[config.mk]
export PLATFORM = sky130hd
export DESIGN_NAME = uart_tx_arbiter
export DESIGN_NICKNAME = d
export VERILOG_FILES = /design/src/rtl/uart_tx_arbiter.sv
export SDC_FILE = /design/constraint.sdc
export NUM_CORES = 1
export LEC_CHECK = 0
export ABC_CLOCK_PERIOD_IN_PS = 2100
export CORE_MARGIN = 5
export CORE_UTILIZATION = 46
export DETAILED_ROUTE_END_ITERATION = 8
export MAX_ROUTING_LAYER = met4
export PLACE_DENSITY = 0.77
export RECOVER_POWER = 100
export SKIP_LAST_GASP = 1
export SLEW_MARGIN = 20
export SYNTH_ARGS = -nofsm -noshare
export SYNTH_HDL_FRONTEND = slang
export SYNTH_SLANG_ARGS = --single-unit
export TNS_END_PERCENT = 100
[constraint.sdc]
create_clock -name i_clk -period 2.1 [get_ports i_clk]
set_input_delay 0.525 -clock i_clk [delete_from_list [all_inputs] [get_ports i_clk]]
set_output_delay 0.525 -clock i_clk [all_outputs]
set_load 0.005 [all_outputs]
[src/rtl/uart_tx_arbiter.sv]
// Round-robin arbiter that hands one byte at a time from NUM_REQ requesters to a UART transmitter.
// A watchdog aborts frames the transmitter never completes, and an idle gap separates frames.
module uart_tx_arbiter #(
  parameter int NUM_REQ      = 4,
  parameter int GAP_CLKS     = 16,
  parameter int TIMEOUT_CLKS = 20000
) (
  input  logic                   i_clk,
  input  logic                   i_rst,
  input  logic [NUM_REQ-1:0]     i_req,
  input  logic [8*NUM_REQ-1:0]   i_req_byte,
  output logic [NUM_REQ-1:0]     o_ack,
  output logic                   o_tx_dv,
  output logic [7:0]             o_tx_byte,
  input  logic                   i_tx_active,
  input  logic                   i_tx_done,
  output logic                   o_busy,
  output logic [2:0]             o_grant_id,
  output logic                   o_err_timeout
);

  localparam int GAP_W = (GAP_CLKS > 0) ? $clog2(GAP_CLKS + 1) : 1;
  localparam int WD_W  = $clog2(TIMEOUT_CLKS) + 1;
  localparam logic [GAP_W-1:0] GAP_LAST = GAP_W'(GAP_CLKS);
  localparam logic [WD_W-1:0]  WD_LAST  = WD_W'(TIMEOUT_CLKS - 1);
  localparam logic [2:0]       LAST_REQ = 3'(NUM_REQ - 1);

  typedef enum logic [2:0] {IDLE, LOAD, LAUNCH, WAIT_DONE, GAP} state_t;

  state_t             state_q, state_d;
  logic [NUM_REQ-1:0] ack_q, ack_d;
  logic               tx_dv_q, tx_dv_d;
  logic [7:0]         tx_byte_q, tx_byte_d;
  logic               busy_q, busy_d;
  logic [2:0]         grant_q, grant_d;
  logic               err_q, err_d;
  logic [2:0]         last_grant_q, last_grant_d;
  logic [GAP_W-1:0]   gap_q, gap_d;
  logic [WD_W-1:0]    wd_q, wd_d;

  logic [2:0] win_id, lo_id;
  logic [7:0] win_byte, lo_byte;
  logic       found_hi, found_lo;
  logic [WD_W-1:0] wd_next;

  // First requester above last_grant wins; otherwise wrap to the lowest requester.
  always_comb begin
    win_id   = '0;
    win_byte = '0;
    lo_id    = '0;
    lo_byte  = '0;
    found_hi = 1'b0;
    found_lo = 1'b0;
    for (int k = 0; k < NUM_REQ; k++) begin
      if (i_req[k] && !found_lo) begin
        found_lo = 1'b1;
        lo_id    = 3'(k);
        lo_byte  = i_req_byte[8*k +: 8];
      end
      if (i_req[k] && !found_hi && (3'(k) > last_grant_q)) begin
        found_hi = 1'b1;
        win_id   = 3'(k);
        win_byte = i_req_byte[8*k +: 8];
      end
    end
    if (!found_hi) begin
      win_id   = lo_id;
      win_byte = lo_byte;
    end
  end

  always_comb begin
    state_d      = state_q;
    ack_d        = '0;
    tx_dv_d      = 1'b0;
    tx_byte_d    = tx_byte_q;
    grant_d      = grant_q;
    err_d        = 1'b0;
    last_grant_d = last_grant_q;
    gap_d        = gap_q;
    wd_d         = wd_q;
    wd_next      = wd_q + WD_W'(1);
    case (state_q)
      IDLE: begin
        if (|i_req) begin
          ack_d        = NUM_REQ'(1) << win_id;
          tx_byte_d    = win_byte;
          grant_d      = win_id;
          last_grant_d = win_id;
          state_d      = LOAD;
        end
      end
      LOAD: begin
        if (!i_tx_active) begin
          tx_dv_d = 1'b1;
          state_d = LAUNCH;
        end
      end
      LAUNCH: begin
        wd_d    = '0;
        state_d = WAIT_DONE;
      end
      WAIT_DONE: begin
        wd_d = wd_next;
        // Done has priority over a timeout landing in the same cycle.
        if (i_tx_done) begin
          gap_d   = '0;
          state_d = GAP;
        end else if (wd_next == WD_LAST) begin
          err_d   = 1'b1;
          gap_d   = '0;
          state_d = GAP;
        end
      end
      GAP: begin
        if (gap_q == GAP_LAST) begin
          state_d = IDLE;
        end else begin
          gap_d = gap_q + GAP_W'(1);
        end
      end
      default: state_d = IDLE;
    endcase
    busy_d = (state_d != IDLE);
  end

  always_ff @(posedge i_clk) begin
    if (i_rst) begin
      state_q      <= IDLE;
      ack_q        <= '0;
      tx_dv_q      <= 1'b0;
      tx_byte_q    <= 8'h00;
      busy_q       <= 1'b0;
      grant_q      <= '0;
      err_q        <= 1'b0;
      last_grant_q <= LAST_REQ;
      gap_q        <= '0;
      wd_q         <= '0;
    end else begin
      state_q      <= state_d;
      ack_q        <= ack_d;
      tx_dv_q      <= tx_dv_d;
      tx_byte_q    <= tx_byte_d;
      busy_q       <= busy_d;
      grant_q      <= grant_d;
      err_q        <= err_d;
      last_grant_q <= last_grant_d;
      gap_q        <= gap_d;
      wd_q         <= wd_d;
    end
  end

  assign o_ack         = ack_q;
  assign o_tx_dv       = tx_dv_q;
  assign o_tx_byte     = tx_byte_q;
  assign o_busy        = busy_q;
  assign o_grant_id    = grant_q;
  assign o_err_timeout = err_q;

endmodule

After elaboration in Yosys (flattened, before gate mapping)
Index checks and enable logic that the tools add are counted.
{ "totals": {"elab_cells": 91, "mem_bits_rw": 0, "out_inout_bits": 18, "ff_bits": 45, "romBits": 0, "n_memories": 0, "latch_bits": 0, "in_bits": 40} }
{ "op_classes": {"magnitude_cmp": 4, "bitwise_logic": 4, "n_mul": 0, "n_eq_ne": 8, "div": 0, "n_addsub": 2, "reduce_logical": 26, "muxes": 36, "shifts": 1} }
{ "op_table": {"columns": ["operator", "n"], "rows": [
  ["8-bit two-way mux", 9],
  ["16-bit case mux with 2 select lines", 1],
  ["3-bit two-way mux", 10],
  ["16-bit by 1-bit adder with 16-bit output, second input constant", 1],
  ["16-bit by 15-bit == test with 1-bit output, second input constant", 1],
  ["5-bit two-way mux", 3],
  ["3-bit case mux with 5 select lines", 1],
  ["1-bit two-way mux", 11],
  ["1-bit logical AND", 10],
  ["5-bit case mux with 2 select lines", 1],
  ["3-bit by 2-bit == test with 1-bit output, second input constant", 2],
  ["1-bit by 3-bit greater-than comparator with 1-bit output, first input constant", 2],
  ["2-bit by 3-bit greater-than comparator with 1-bit output, first input constant", 2],
  ["1-bit zero test", 6],
  ["3-bit OR reduction", 2],
  ["5-bit by 1-bit adder with 5-bit output, second input constant", 1],
  ["5-bit == test, second input constant", 1],
  ["1-bit NOT", 4],
  ["2-bit nonzero test", 2],
  ["4-bit OR reduction", 1],
  ["1-bit by 3-bit left shift with 4-bit output, first input constant", 1],
  ["3-bit by 1-bit == test with 1-bit output, second input constant", 1],
  ["3-bit == test, second input constant", 1],
  ["3-bit zero test", 1],
  ["6 further kinds", 6]
]} }

Logic depth before layout (Yosys ltp)
{ "logic_depth": {"ltp_word": 17, "ltp_mapped": 8, "depth_no_buf": 8} }

Worst setup path after synthesis
No wires, ideal clock.
{ "synth_timing": {"path_kind": "register to register", "from": "register wd_q[1]", "to": "register gap_q[1]", "period_less_slack_ns": 2.142, "path_slack_ns": -0.042, "t_arrival_ns": 2.017, "required_ns": 1.975, "path_buffers": 1, "path_stages_with_launch": 9, "setup_time_ns": 0.125, "path_cell_list": "dfxtp_1 -> ha_1 -> buf_2 -> nand3_2 -> or4_4 -> o22ai_2 -> nand3_2 -> nor3_4 -> nor3b_1"} }
{ "synth_between": {"elab_chain_cells": 4} }
{ "synth_rtl": {"columns": ["item", "line_no", "rtl"], "rows": [
  ["start: declaration", "39", "logic [WD_W-1:0] wd_q, wd_d;"],
  ["start signal: assignment", "149", "wd_q <= wd_d;"],
  ["16-bit by 1-bit adder with 16-bit output", "82", "wd_next = wd_q + WD_W'(1);"],
  ["16-bit by 15-bit == test with 1-bit output", "109", "end else if (wd_next == WD_LAST) begin"],
  ["3-bit inequality test (no line)", null, null],
  ["3-bit AND reduction (no line)", null, null],
  ["end signal: assignment", "148", "gap_q <= gap_d;"],
  ["end: declaration", "38", "logic [GAP_W-1:0] gap_q, gap_d;"]
]} }
Every way passes these cells.
A chain may end at the register's enable or synchronous reset.

Final worst setup path
{ "layout_timing": {"from": "register wd_q[10]", "to": "register gap_q[1]"} }
Same word-level chain as after synthesis.

==> results.json <==
{
  "synth_xor_area_share_pct": 3.29,
  "synth_cells": 370,
  "synth_top_family_by_area": "simple AND/OR/NAND/NOR gates",
  "cts_buffers": 5,
  "grt_pass1_wl_mm": 12.4,
  "worstHoldPathCells": 2,
  "placementRows": 27,
  "whs_endpoint": "o_grant_id[1]",
  "gp_congestion": 0.929,
  "io_pins": 58,
  "power_frac_clock_pct": 21.2,
  "post-route-period-util_pct": 94.3,
  "fillers": 484,
  "startpoint": "wd_q[10]",
  "yosys.area.top_type": "dfxtp_1",
  "final_cell_mix": "nand2_1 (57), nor2_1 (45), buf_4 (39), clkdlybuf4s50_1 (37), dfxtp_1 (35)",
  "initial_core_util_pct": 47.7,
  "synth_top_area_share_pct": 32.3,
  "swShare_pct": 35.4,
  "cpPeakStageDelay_ns": 0.53,
  "cts.sinks": 43,
  "max_cap_viol_count": 0,
  "synth_fa_ha_area_share_pct": 1.88,
  "worstMarginPinSlew_ns": 0.484,
  "design.core.area_um2": 5570,
  "avgViaCountPerCell": 5.79,
  "power_frac_seq_pct": 38.4,
  "seq_area_um2": 878,
  "yosys.area_share.simple_pct": 31.9,
  "synth_compound_area_share_pct": 23.7,
  "power_switching_uw": 979,
  "fmax_ghz": 0.505,
  "cts_tree": "built",
  "synth_cell_types": 53,
  "mostFrequentLayoutCell": "nand2_1",
  "synth_edf_count": 0,
  "antenna_cells": 0,
  "drt_wl_total_mm": 7.77,
  "setup_viol": 0,
  "power_uw": 2770,
  "slew_viol_final": 0,
  "fin_crit_ns": 1.98,
  "die_w_um": 86.1,
  "drive_gt1_share_pct": 16.0,
  "combPwrFrac_pct": 40.4,
  "postRouteAntennaNets": 0,
  "timing.rr.start": "wd_q[10]",
  "yosys_warnings": 0,
  "synth_area_leaders": "dfxtp_1 (32%), nand2_1 (8.0%), nor2_1 (6.6%)",
  "nets": 492,
  "die-area_um2": 7410,
  "tns_ns": 0,
  "ir_drop_uv": 366,
  "path_clk_slew_ns": 0.08,
  "die_h_um": 86.1,
  "r2r_slack_ns": 0.12,
  "num_vias": 3016,
  "drc": 0,
  "multiInputGateArea_um2": 1700,
  "crit_path_end_kind": "register",
  "min_path_type": "register to register",
  "slew_headroom_pct": 67.2,
  "hold_violations": 0,
  "path_class": "register to register",
  "timing.rr.end": "gap_q[1]",
  "p_per_area_nw_per_um2": 751,
  "grt_overflow": 0,
  "cts_root_buffer": "clkbuf_8",
  "hold_start": "o_grant_id[1]",
  "yosysSeqAreaShare_pct": 32.3,
  "antenna_found_initial": 0,
  "avgRoutedWirePerCell_um": 14.9,
  "drtIter0Drc": 172,
  "p_int_uw": 1790,
  "p_leak_uw": 0.00148,
  "syn_area_um2": 2660,
  "status": "completed",
  "fin_worst_skew_ns": 0.00911,
  "syn_nets": 414,
  "crit_path_top_delay_cell": "or4_4",
  "worstPathRequired_ns": 2.28,
  "cts_hold_buf": 0,
  "portBuffers": 56,
  "critPathLaunchType": "register",
  "cp_data_arrival_time_ns": 2.16,
  "cp_cell_sequence": "nand2_1 -> or4_4 -> o22ai_4 -> nand3_2 -> nor3_4 -> nor3b_1",
  "h-tree-depth": 2,
  "ys_ff_latch": 43,
  "grt_pass1_vias": 2857,
  "critical_path.max_fanout": 7,
  "area_delta_synth_final_pct": 38.5,
  "grt_start_max_net_pins": 19,
  "async_flop_share_pct": 0,
  "synth_top_flop_cell": "dfxtp_1",
  "worstRegToRegCells": 6,
  "insertion_delay_ns": 0.30,
  "clockBufferDepth": 2,
  "first_pass_iters": 5,
  "rsz0062_at_grt": "true",
  "muxShareOfSynthArea_pct": 0.376,
  "gr-usage-all-layers_pct": 21.0,
  "dp_hpwl_mm": 5.71,
  "syn_avg_cell_area_um2": 7.19
}
==> worst max-delay path by stage <==
stage / to / cells after the start / slack, ns
floorplan: gap_q[1] / 8 / 0.04
global route: gap_q[1] / 8 / -0.01
global placement: o_tx_byte[6] / 8 / -0.16
CTS: gap_q[1] / 6 / 0.04
detailed placement: o_tx_byte[6] / 7 / -0.24
finish: gap_q[1] / 6 / 0.12
==> per-layer routing <==
layer	wire length, um	GRT usage (%)	part of all wire (%)
met4	199	8.92	2.6
met3	593	4.32	7.6
met5	0	-	0
met2	3790	35.0	49
met1	3190	24.3	41
==> cell usage after synthesis, types with 9 or more instances <==
| library cell | number |
|---|---|
| nor2_1 | 47 |
| o211ai_1 | 9 |
| a22oi_1 | 9 |
| inv_1 | 12 |
| nand3_1 | 11 |
| a21oi_1 | 25 |
| nor3_1 | 17 |
| clkbuf_1 | 18 |
| dfxtp_1 | 43 |
| a221oi_1 | 10 |
| nand2_1 | 57 |
| o21ai_0 | 23 |
==> critical path, delay by kind of cell (launching register included) <==
kind,cells,cell delay (ns)
AND/OR/NAND/NOR,5,1.17
flip-flops,1,0.47
AO/OA/AOI/OAI,1,0.22
==> cells by family (layout without fill, tap and decap cells) <==
logic type / count (synthesis) / in the layout
adder cells (fa/ha/maj): 4 / 4
XOR/XNOR: 10 / 10
other: 1 / 1
AO/OA/AOI/OAI: 97 / 97
buffers and inverters: 40 / 118
multiplexers: 1 / 1
AND/OR/NAND/NOR: 174 / 175
flip-flops: 43 / 43
==> layout make-up <==
class                   instances  area share, %
multi-input cells             288           46.1
flip-flops and latches         43           23.8
repair buffers                 97           23.4
clock buffers                   7           2.61
well taps                      72           2.44
inverters                      13           1.32
clock inverters                 1          0.204
==> state kept, by name, indices dropped and copies added, names as in the netlist <==
register	cells
wd_q	16
o_tx_byte	8
gap_q	5
o_ack	4
state_q	3
last_grant_q	2
o_grant_id	2
o_busy	1
o_err_timeout	1
o_tx_dv	1
==> through the flow <==
| stage | hold slack [ns] | utilization, % | cells | cell area [um2] | setup slack (ns) |
|---|---|---|---|---|---|
| after floorplan | 0.453 | - | 370 | 2660 | 0.0382 |
| after global placement | 0.453 | 62.7 | 511 | 3490 | -0.157 |
| after detailed placement | 0.463 | 62.7 | 511 | 3490 | -0.241 |
| after CTS | 0.475 | 64.6 | 519 | 3600 | 0.0381 |
| after global routing | 0.503 | 66.1 | 521 | 3680 | -0.0107 |
| final | 0.467 | 66.1 | 521 | 3680 | 0.120 |
==> repair_timing <==
item / CTS / global route
endpoints found under the setup margin: 0 / 17
resized for setup: 0 / 20
setup buffers: 0 / 1
==> power groups by stage <==
stage / registers (uW) / logic (uW) / clock network, uW
6_report: 1060 / 1120 / 587
5_1_grt: 1080 / 1250 / 630
4_1_cts: 1060 / 1150 / 598
3_5_place_dp: 1080 / 1140 / 0
3_3_place_gp: 1080 / 1120 / 0
2_1_floorplan: 1020 / 637 / 0
Note: power is estimated with default switching activity, not from simulation.
